File: src/rtl/fifo_arb_pkg.sv
// Shared constants for the FIFO write arbiter: lane/burst defaults, counter
// width and the two-state FSM encoding.
package fifo_arb_pkg;

  localparam int NUM_REQ_DEF   = 4;
  localparam int BURST_MAX_DEF = 16;
  localparam int CNT_W_DEF     = $clog2(BURST_MAX_DEF) + 1;

  // FSM state enumeration, kept as plain constants for legacy tools.
  localparam logic [0:0] ST_IDLE  = 1'b0;
  localparam logic [0:0] ST_BURST = 1'b1;

  // Width needed to hold a lane index; never less than one bit.
  function automatic int idxWidth(input int n);
    return (n > 1) ? $clog2(n) : 1;
  endfunction

endpackage

File: src/rtl/rr_pick.sv
// Combinational round-robin selector: first set bit of req scanning upward
// (with wrap) from lastIdx+1; returns one-hot, index and a valid flag.
module rr_pick
  import fifo_arb_pkg::*;
#(
  parameter  int N  = NUM_REQ_DEF,
  localparam int IW = idxWidth(N)
) (
  input  logic [N-1:0]  req,
  input  logic [IW-1:0] lastIdx,
  output logic [N-1:0]  oneHot,
  output logic [IW-1:0] idx,
  output logic          valid
);

  int            cand;
  logic [IW-1:0] candIdx;

  always_comb begin
    oneHot  = '0;
    idx     = '0;
    valid   = 1'b0;
    cand    = 0;
    candIdx = '0;
    // k runs 1..N so the previous owner is considered last.
    for (int k = 1; k <= N; k++) begin
      cand    = (int'(lastIdx) + k) % N;
      candIdx = IW'(cand);
      if (!valid && req[candIdx]) begin
        valid           = 1'b1;
        idx             = candIdx;
        oneHot[candIdx] = 1'b1;
      end
    end
  end

endmodule

File: src/rtl/fifo_write_arbiter.sv
// Shares one FIFO write port among NUM_REQ byte producers using round-robin
// bursts with a one-cycle bubble between owners.
module fifo_write_arbiter
  import fifo_arb_pkg::*;
#(
  parameter int NUM_REQ   = NUM_REQ_DEF,
  parameter int BURST_MAX = BURST_MAX_DEF
) (
  input  logic                 clk_in,
  input  logic                 reset_in,
  input  logic [NUM_REQ-1:0]   req_in,
  input  logic [8*NUM_REQ-1:0] data_in,
  input  logic [3:0]           burstLen_in,
  output logic [NUM_REQ-1:0]   ack_out,
  output logic [7:0]           fifoData_out,
  output logic                 fifoWrite_out,
  input  logic                 fifoFull_in,
  output logic [NUM_REQ-1:0]   grant_out,
  output logic                 busy_out,
  output logic [0:0]           dbgState_out
);

  localparam int IW    = idxWidth(NUM_REQ);
  localparam int CNT_W = $clog2(BURST_MAX) + 1;

  // Handshake: a lane byte is consumed on a rising edge exactly when
  // ack_out[g] and fifoWrite_out are high in the preceding cycle; that
  // happens only in BURST while the owner requests and the FIFO is not full.

  logic [0:0]         state_q;
  logic [NUM_REQ-1:0] grant_q;
  logic [IW-1:0]      grantIdx_q;
  logic [IW-1:0]      lastGrant_q;
  logic [CNT_W-1:0]   cnt_q;

  logic [NUM_REQ-1:0] pickOneHot;
  logic [IW-1:0]      pickIdx;
  logic               pickValid;
  logic [CNT_W-1:0]   lenEff;
  logic               ownerReq;
  logic               xfer;
  logic [7:0]         laneByte;

  rr_pick #(.N(NUM_REQ)) u_pick (
    .req     (req_in),
    .lastIdx (lastGrant_q),
    .oneHot  (pickOneHot),
    .idx     (pickIdx),
    .valid   (pickValid)
  );

  // Zero selects the maximum; anything above the maximum is clamped to it.
  always_comb begin
    lenEff = CNT_W'(BURST_MAX);
    if (burstLen_in != 4'd0 && int'(burstLen_in) <= BURST_MAX) begin
      lenEff = CNT_W'(burstLen_in);
    end
  end

  always_comb begin
    laneByte = 8'h00;
    for (int i = 0; i < NUM_REQ; i++) begin
      if (grant_q[i]) begin
        laneByte = data_in[8*i +: 8];
      end
    end
  end

  assign ownerReq = |(req_in & grant_q);
  assign xfer     = (state_q == ST_BURST) && ownerReq && !fifoFull_in;

  assign fifoWrite_out = xfer;
  assign ack_out       = xfer ? grant_q : '0;
  assign fifoData_out  = (state_q == ST_BURST) ? laneByte : 8'h00;
  assign grant_out     = grant_q;
  assign busy_out      = (state_q == ST_BURST);
  assign dbgState_out  = state_q;

  always_ff @(posedge clk_in or negedge reset_in) begin
    if (!reset_in) begin
      state_q     <= ST_IDLE;
      grant_q     <= '0;
      grantIdx_q  <= '0;
      lastGrant_q <= IW'(NUM_REQ - 1);
      cnt_q       <= '0;
    end else begin
      case (state_q)
        ST_IDLE: begin
          if (pickValid) begin
            state_q    <= ST_BURST;
            grant_q    <= pickOneHot;
            grantIdx_q <= pickIdx;
            cnt_q      <= lenEff;
          end
        end
        ST_BURST: begin
          if (xfer) begin
            if (cnt_q == CNT_W'(1)) begin
              state_q     <= ST_IDLE;
              grant_q     <= '0;
              lastGrant_q <= grantIdx_q;
              cnt_q       <= '0;
            end else begin
              cnt_q <= cnt_q - CNT_W'(1);
            end
          end else if (!ownerReq) begin
            // Owner went quiet: give the port up without writing.
            state_q     <= ST_IDLE;
            grant_q     <= '0;
            lastGrant_q <= grantIdx_q;
            cnt_q       <= '0;
          end
        end
        default: begin
          state_q <= ST_IDLE;
          grant_q <= '0;
          cnt_q   <= '0;
        end
      endcase
    end
  end

  a_no_write_when_full : assert property (
    @(posedge clk_in) disable iff (!reset_in) !(fifoWrite_out && fifoFull_in));
  a_ack_onehot0 : assert property (
    @(posedge clk_in) disable iff (!reset_in) $onehot0(ack_out));
  a_grant_in_burst : assert property (
    @(posedge clk_in) disable iff (!reset_in) busy_out == $onehot(grant_out));

endmodule

File: config.mk
export PLATFORM = sky130hd
export DESIGN_NAME = fifo_write_arbiter
export DESIGN_NICKNAME = d
export VERILOG_FILES = /design/src/rtl/fifo_arb_pkg.sv /design/src/rtl/rr_pick.sv /design/src/rtl/fifo_write_arbiter.sv
export SDC_FILE = /design/constraint.sdc
export NUM_CORES = 1
export LEC_CHECK = 0
export BUFFER_PORTS_ARGS = -buffer_cell sky130_fd_sc_hd__buf_4
export CAP_MARGIN = 20
export CORE_AREA = 2 2 59 61
export CTS_BUF_LIST = sky130_fd_sc_hd__clkbuf_16
export DETAILED_ROUTE_END_ITERATION = 10
export DIE_AREA = 0 0 61 63
export PLACE_DENSITY = 0.82
export RECOVER_POWER = 50
export SKIP_CTS_REPAIR_TIMING = 1
export SLEW_MARGIN = 15
export SYNTH_ARGS = -nofsm -noshare
export SYNTH_HDL_FRONTEND = slang
export SYNTH_SLANG_ARGS = --single-unit
File: constraint.sdc
create_clock -name clk_in -period 4.7 [get_ports clk_in]
set_clock_uncertainty 0.15 [all_clocks]
set_input_delay 0.94 -clock clk_in [delete_from_list [all_inputs] [get_ports clk_in]]
set_output_delay 0.94 -clock clk_in [all_outputs]
set_load 0.03 [all_outputs]
# Word level (Yosys, flattened, before mapping)
# Index checks and enable logic that the tools add are counted.
[op_classes]
add_sub_neg = 5
n_mul = 0
n_div = 0
magnitude_cmp = 8
eq_ne = 6
shift = 0
muxes = 53
bitwise_logic = 5
reduce_logical = 19
[ops]
columns = ["op", "n"]
rows = [
  ["$mux 8", 5],
  ["$mux 4", 9],
  ["$mux 5", 5],
  ["$mux 1", 16],
  ["$mux 2", 7],
  ["$lt 2x3->1 const B", 4],
  ["$or 4x4->4", 3],
  ["$pmux 5 s2", 1],
  ["$logic_and 1x1->1", 9],
  ["$bmux 1 s2", 4],
  ["$demux 1 s2", 4],
  ["$ge 2x1->1 const B", 4],
  ["$pmux 4 s2", 1],
  ["$ne 3x2->1 const B", 2],
  ["$reduce_and 3->1", 2],
  ["$eq 5x1->1 const B", 1],
  ["$sub 5x1->5 const B", 1],
  ["$add 2x1->2 const B", 2],
  ["$add 2x2->2 const B", 2],
  ["$and 4x4->4", 1],
  ["$logic_not 1->1", 4],
  ["$ne 2x1->1 const B", 2],
  ["$reduce_and 2->1", 2],
  ["$reduce_bool 4->1", 1],
  ["4 further kinds", 4],
]
[totals]
ff_bits = 14
latchBits = 0
ram_bits = 0
rom_bits = 0
input_bits = 43
out_inout_bits = 19
elab_cells = 101
memories = 0

# Longest topological paths before layout
[depth]
depth_word = 15
ltp_mapped = 9
depth_no_buf = 7

# By module
# A second synthesis with hierarchy kept.
[hier_totals]
hier_cells = 215
area_unflattened_um2 = 1711.6
[by_module_without_submodules]
columns = ["module", "instances", "cells_per_inst", "area_each_um2", "seq_area_each_um2"]
rows = [
  ["fifo_write_arbiter", 1, 129, 1082.3, 352.8],
  ["rr_pick", 1, 86, 629.4, 0.0],
]

# Worst setup path after synthesis
# No wires, ideal clock.
[synth_timing]
path_kind = "input to output"
start = "in req_in[2]"
end = "out ack_out[0]"
arrival_ns = 2.143
setup_slack_ns = 1.467
cell_stages = 4
cell_sequence = "clkbuf_8 > a22oi_1 > a211oi_4 > and2_1"
[synth_via]
elab_chain_len = 5
[synth_rtl]
columns = ["element", "line", "text"]
rows = [
  ["from (decl)", "fifo_write_arbiter.sv:11", "input logic [NUM_REQ-1:0] req_in,"],
  ["$and 4x4->4", "fifo_write_arbiter.sv:69", "assign ownerReq = |(req_in & grant_q);"],
  ["$reduce_or 4->1", "fifo_write_arbiter.sv:69", ""],
  ["$logic_and 1x1->1 (2 in a row)", "fifo_write_arbiter.sv:70", "assign xfer = (state_q == ST_BURST) && ownerReq && !fifoFull_in;"],
  ["via fifoWrite_out", "fifo_write_arbiter.sv:16", "output logic fifoWrite_out,"],
  ["$mux 4", "fifo_write_arbiter.sv:73", "assign ack_out = xfer ? grant_q : '0;"],
  ["to (decl)", "fifo_write_arbiter.sv:14", "output logic [NUM_REQ-1:0] ack_out,"],
]
# The timed path passes the listed nets, and every way through them passes these cells.

# Final worst setup path
[layout_timing]
start = "in req_in[1]"
end = "out ack_out[1]"
[layout_via]
elab_chain_len = 5
[layout_rtl]
columns = ["element", "line"]
rows = [
  ["$and 4x4->4", "fifo_write_arbiter.sv:69"],
  ["$reduce_or 4->1", "fifo_write_arbiter.sv:69"],
  ["$logic_and 1x1->1 (2 in a row)", "fifo_write_arbiter.sv:70"],
  ["$mux 4", "fifo_write_arbiter.sv:73"],
]
# No other way between the ends.

==> summary.txt <==
STA
  – Relative slew margins: 0.295
  – Final hold violation count: 0
  – Post-route setup TNS: 0 ns
  – Max Transition Viols Final: 0
  – Part of the cycle the worst path needs: 0.826
  – Worst Tran Pin Value: 1.05 ns
  – Setup violators final: 0
  – Unrepaired setup endpoints after global routing: false
  – Final Critical Period: 3.88 ns
  – Max Freq: 258 MHz

Synthesis
  – Top FF cell, synth: dfrtp_1
  – Mapped Area: 1600 sq um
  – Largest area contributor in the netlist: dfrtp_1
  – Avg Cell Area, Syn: 8.36 sq um
  – Yosys cell types: 49
  – Register area share after synthesis: 0.221
  – Yosys top cell area share: 0.188
  – Synth top area cells: dfrtp_1, ha_1, o21ai_0
  – Post-Synthesis Cells: 191
  – Ys async rst share: 1.00
  – Number of flops mapped to enable cells by yosys: 0
  – Syn_nets: 244
  – Ys Warns: 0
  – #FFs+latches synth: 14
  – Commonest cells in the netlist: nor2_1, o21ai_0, a21oi_1

Critical path
  – CP Cell Sequence: clkbuf_1 -> a22oi_1 -> a211oi_1 -> and2_1 -> buf_4
  – CP Max Fanout: 10
  – Critical Path RT: 3.61 ns
  – Max stage delay cell, worst path: a211oi_1
  – Element type at the critical path end: primary output
  – Critical Path Source Type: input pin
  – CP peak stage delay: 0.93 ns
  – Setup CP Type: in2out
  – Critical path arrival: 2.79 ns

GRT
  – GRT Total Usage: 0.237
  – Largest net degree at the start of global routing: 21
  – Vias in the first global route: 1520
  – Initial antenna violation count: 0
  – GRT overflow: 0
  – First-pass GRT wire length: 7070 um

Detailed routing
  – First-pass DRT Iterations: 5
  – Starting DRC count in detailed routing: 136
  – Avg WL per Cell: 14.9 um
  – Final ANT Viol Nets: 0
  – Final WL: 4280 um
  – Vias: 1668
  – Vias per inst: 5.81
  – Post-route DRC: 0

Die
  – Row cnt: 21
  – Core area: 3230 sq um
  – Starting Density: 0.494
  – Die height: 63 um
  – Chip width: 61 um
  – Ports: 62
  – Full die area: 3840 sq um

Layout
  – # diodes: 0
  – Ratio of cells with drive above 1 in the final layout: 0.290
  – Multi-input gate area: 1080 sq um
  – Final net count: 295
  – Fillers: 297
  – Sequential Area: 353 sq um
  – Area Growth Syn to Fin: 27.3%
  – Design area: 2030 sq um

Clock network
  – Reg clk slew, reported paths: 0.04 ns
  – Clk sink count: 14
  – TritonCTS clock tree: done
  – Root buf cell: clkbuf_16
  – Max Buffers Root-to-Sink: 2
  – H-tree Lvls: 1
  – Cts bufs inserted: 3
  – Clk Latency, worst-skew pair: 0.25 ns

Placement
  – GPL Wtd Cong: 0.875
  – Port Buffers: 61
  – DP Area: 1990 sq um
  – Final HPWL from detailed placement: 3170 um

Power
  – Worst vdd ir: 0.322 mV
  – Static leakage: 0.904 nW
  – PD cells: 631 nW/um^2

Min path
  – Hold Crit Class: reg2reg

Outcome
  – Status: complete, no violations

Flow run
  – Max cap viols: 0
[logic make-up after synthesis]
logic type / after synthesis / synth area share
buf+inv: 22 / 0.0925
mux: 11 / 0.0721
simple gates: 67 / 0.232
fa+ha+maj: 10 / 0.0784
compound gates: 67 / 0.304
flops: 14 / 0.221
[worst max-delay path: cells and delay by family]
kind | cells | cell delay, ns
AOI/OAI and AO/OA | 2 | 1.14
and+or+nand+nor | 1 | 0.23
buffers and inverters | 2 | 0.48
[power by group]
| part | total, mW | internal [mW] | switching [mW] |
|---|---|---|---|
| logic | 0.816 | 0.344 | 0.472 |
| registers | 0.304 | 0.180 | 0.125 |
| clock network | 0.161 | 0.112 | 0.0490 |
| total | 1.28 | 0.636 | 0.646 |
[metal layers]
| metal | part of all wire | GRT usage | wire [um] | vias to the layer above |
|---|---|---|---|---|
| met2 | 0.52 | 0.390 | 2220 | 59 |
| met3 | 0.037 | 0.0290 | 159 | 8 |
| met4 | 0.021 | 0.0761 | 90 | 0 |
| met5 | 0 | 0 | 0 | - |
| met1 | 0.42 | 0.315 | 1820 | 781 |
| li1 | - | - | - | 820 |
[final timing paths]
| path | from | endpoint | slack, ns | cells after the start |
|---|---|---|---|---|
| max | req_in[1] | ack_out[1] | 0.82 | 5 |
| min in group asynchronous | reset_in | cnt_q[3] | 0.57 | 1 |
| max in group asynchronous | reset_in | cnt_q[1] | 3.37 | 1 |
| max reg2reg | grant_out[2] | cnt_q[4] | 1.87 | 5 |
| min | grantIdx_q[0] | grantIdx_q[0] | 0.34 | 1 |
| min reg2reg | grantIdx_q[0] | grantIdx_q[0] | 0.34 | 1 |
[cell type report]
| cell class | count | area share |
|---|---|---|
| sequential | 14 | 0.174 |
| clock inverter | 1 | 0.00185 |
| timing repair buffer | 61 | 0.214 |
| inverter | 7 | 0.0129 |
| tap | 46 | 0.0283 |
| multi-input combinational | 155 | 0.532 |
| clock buffer | 3 | 0.0369 |
[metrics by stage]
stage | worst slack, ns | util | std cells | power (mW) | hold WS (ns)
floorplan | 1.47 | - | 191 | 0.926 | 0.299
global placement | 1.56 | 0.616 | 283 | 1.13 | 0.317
detailed placement | 1.54 | 0.616 | 283 | 1.14 | 0.334
CTS | 1.50 | 0.640 | 287 | 1.31 | 0.344
global route | 0.653 | 0.629 | 287 | 1.39 | 0.362
finish | 0.818 | 0.629 | 287 | 1.28 | 0.344
[layout by cell type, fill, tap and decap left out, types with 2 or more instances in the layout]
| master | n |
|---|---|
| o21ai_0 | 15 |
| a31oi_1 | 6 |
| clkbuf_1 | 6 |
| clkbuf_16 | 3 |
| a221oi_1 | 8 |
| a21oi_1 | 14 |
| mux2i_1 | 7 |
| a221o_1 | 4 |
| inv_1 | 7 |
| and2_1 | 7 |
| buf_4 | 55 |
| nand3_1 | 2 |
| nor2b_1 | 10 |
| ha_1 | 10 |
| nand2b_1 | 3 |
| nor3_1 | 10 |
| o2bb2ai_1 | 2 |
| mux2_2 | 4 |
| a22oi_1 | 3 |
| nor2_1 | 15 |
| o211ai_1 | 4 |
| dfrtp_1 | 12 |
| nand2_1 | 8 |
| dfstp_2 | 2 |
| nor4_1 | 2 |
| a22o_1 | 2 |
[registers in the layout, summed over array words and instances, names as in the netlist]
name and cells:
busy_out 1, cnt_q 5, grantIdx_q 2, grant_out 4
lastGrant_q 2
Note: power is estimated with default switching activity, not from simulation.
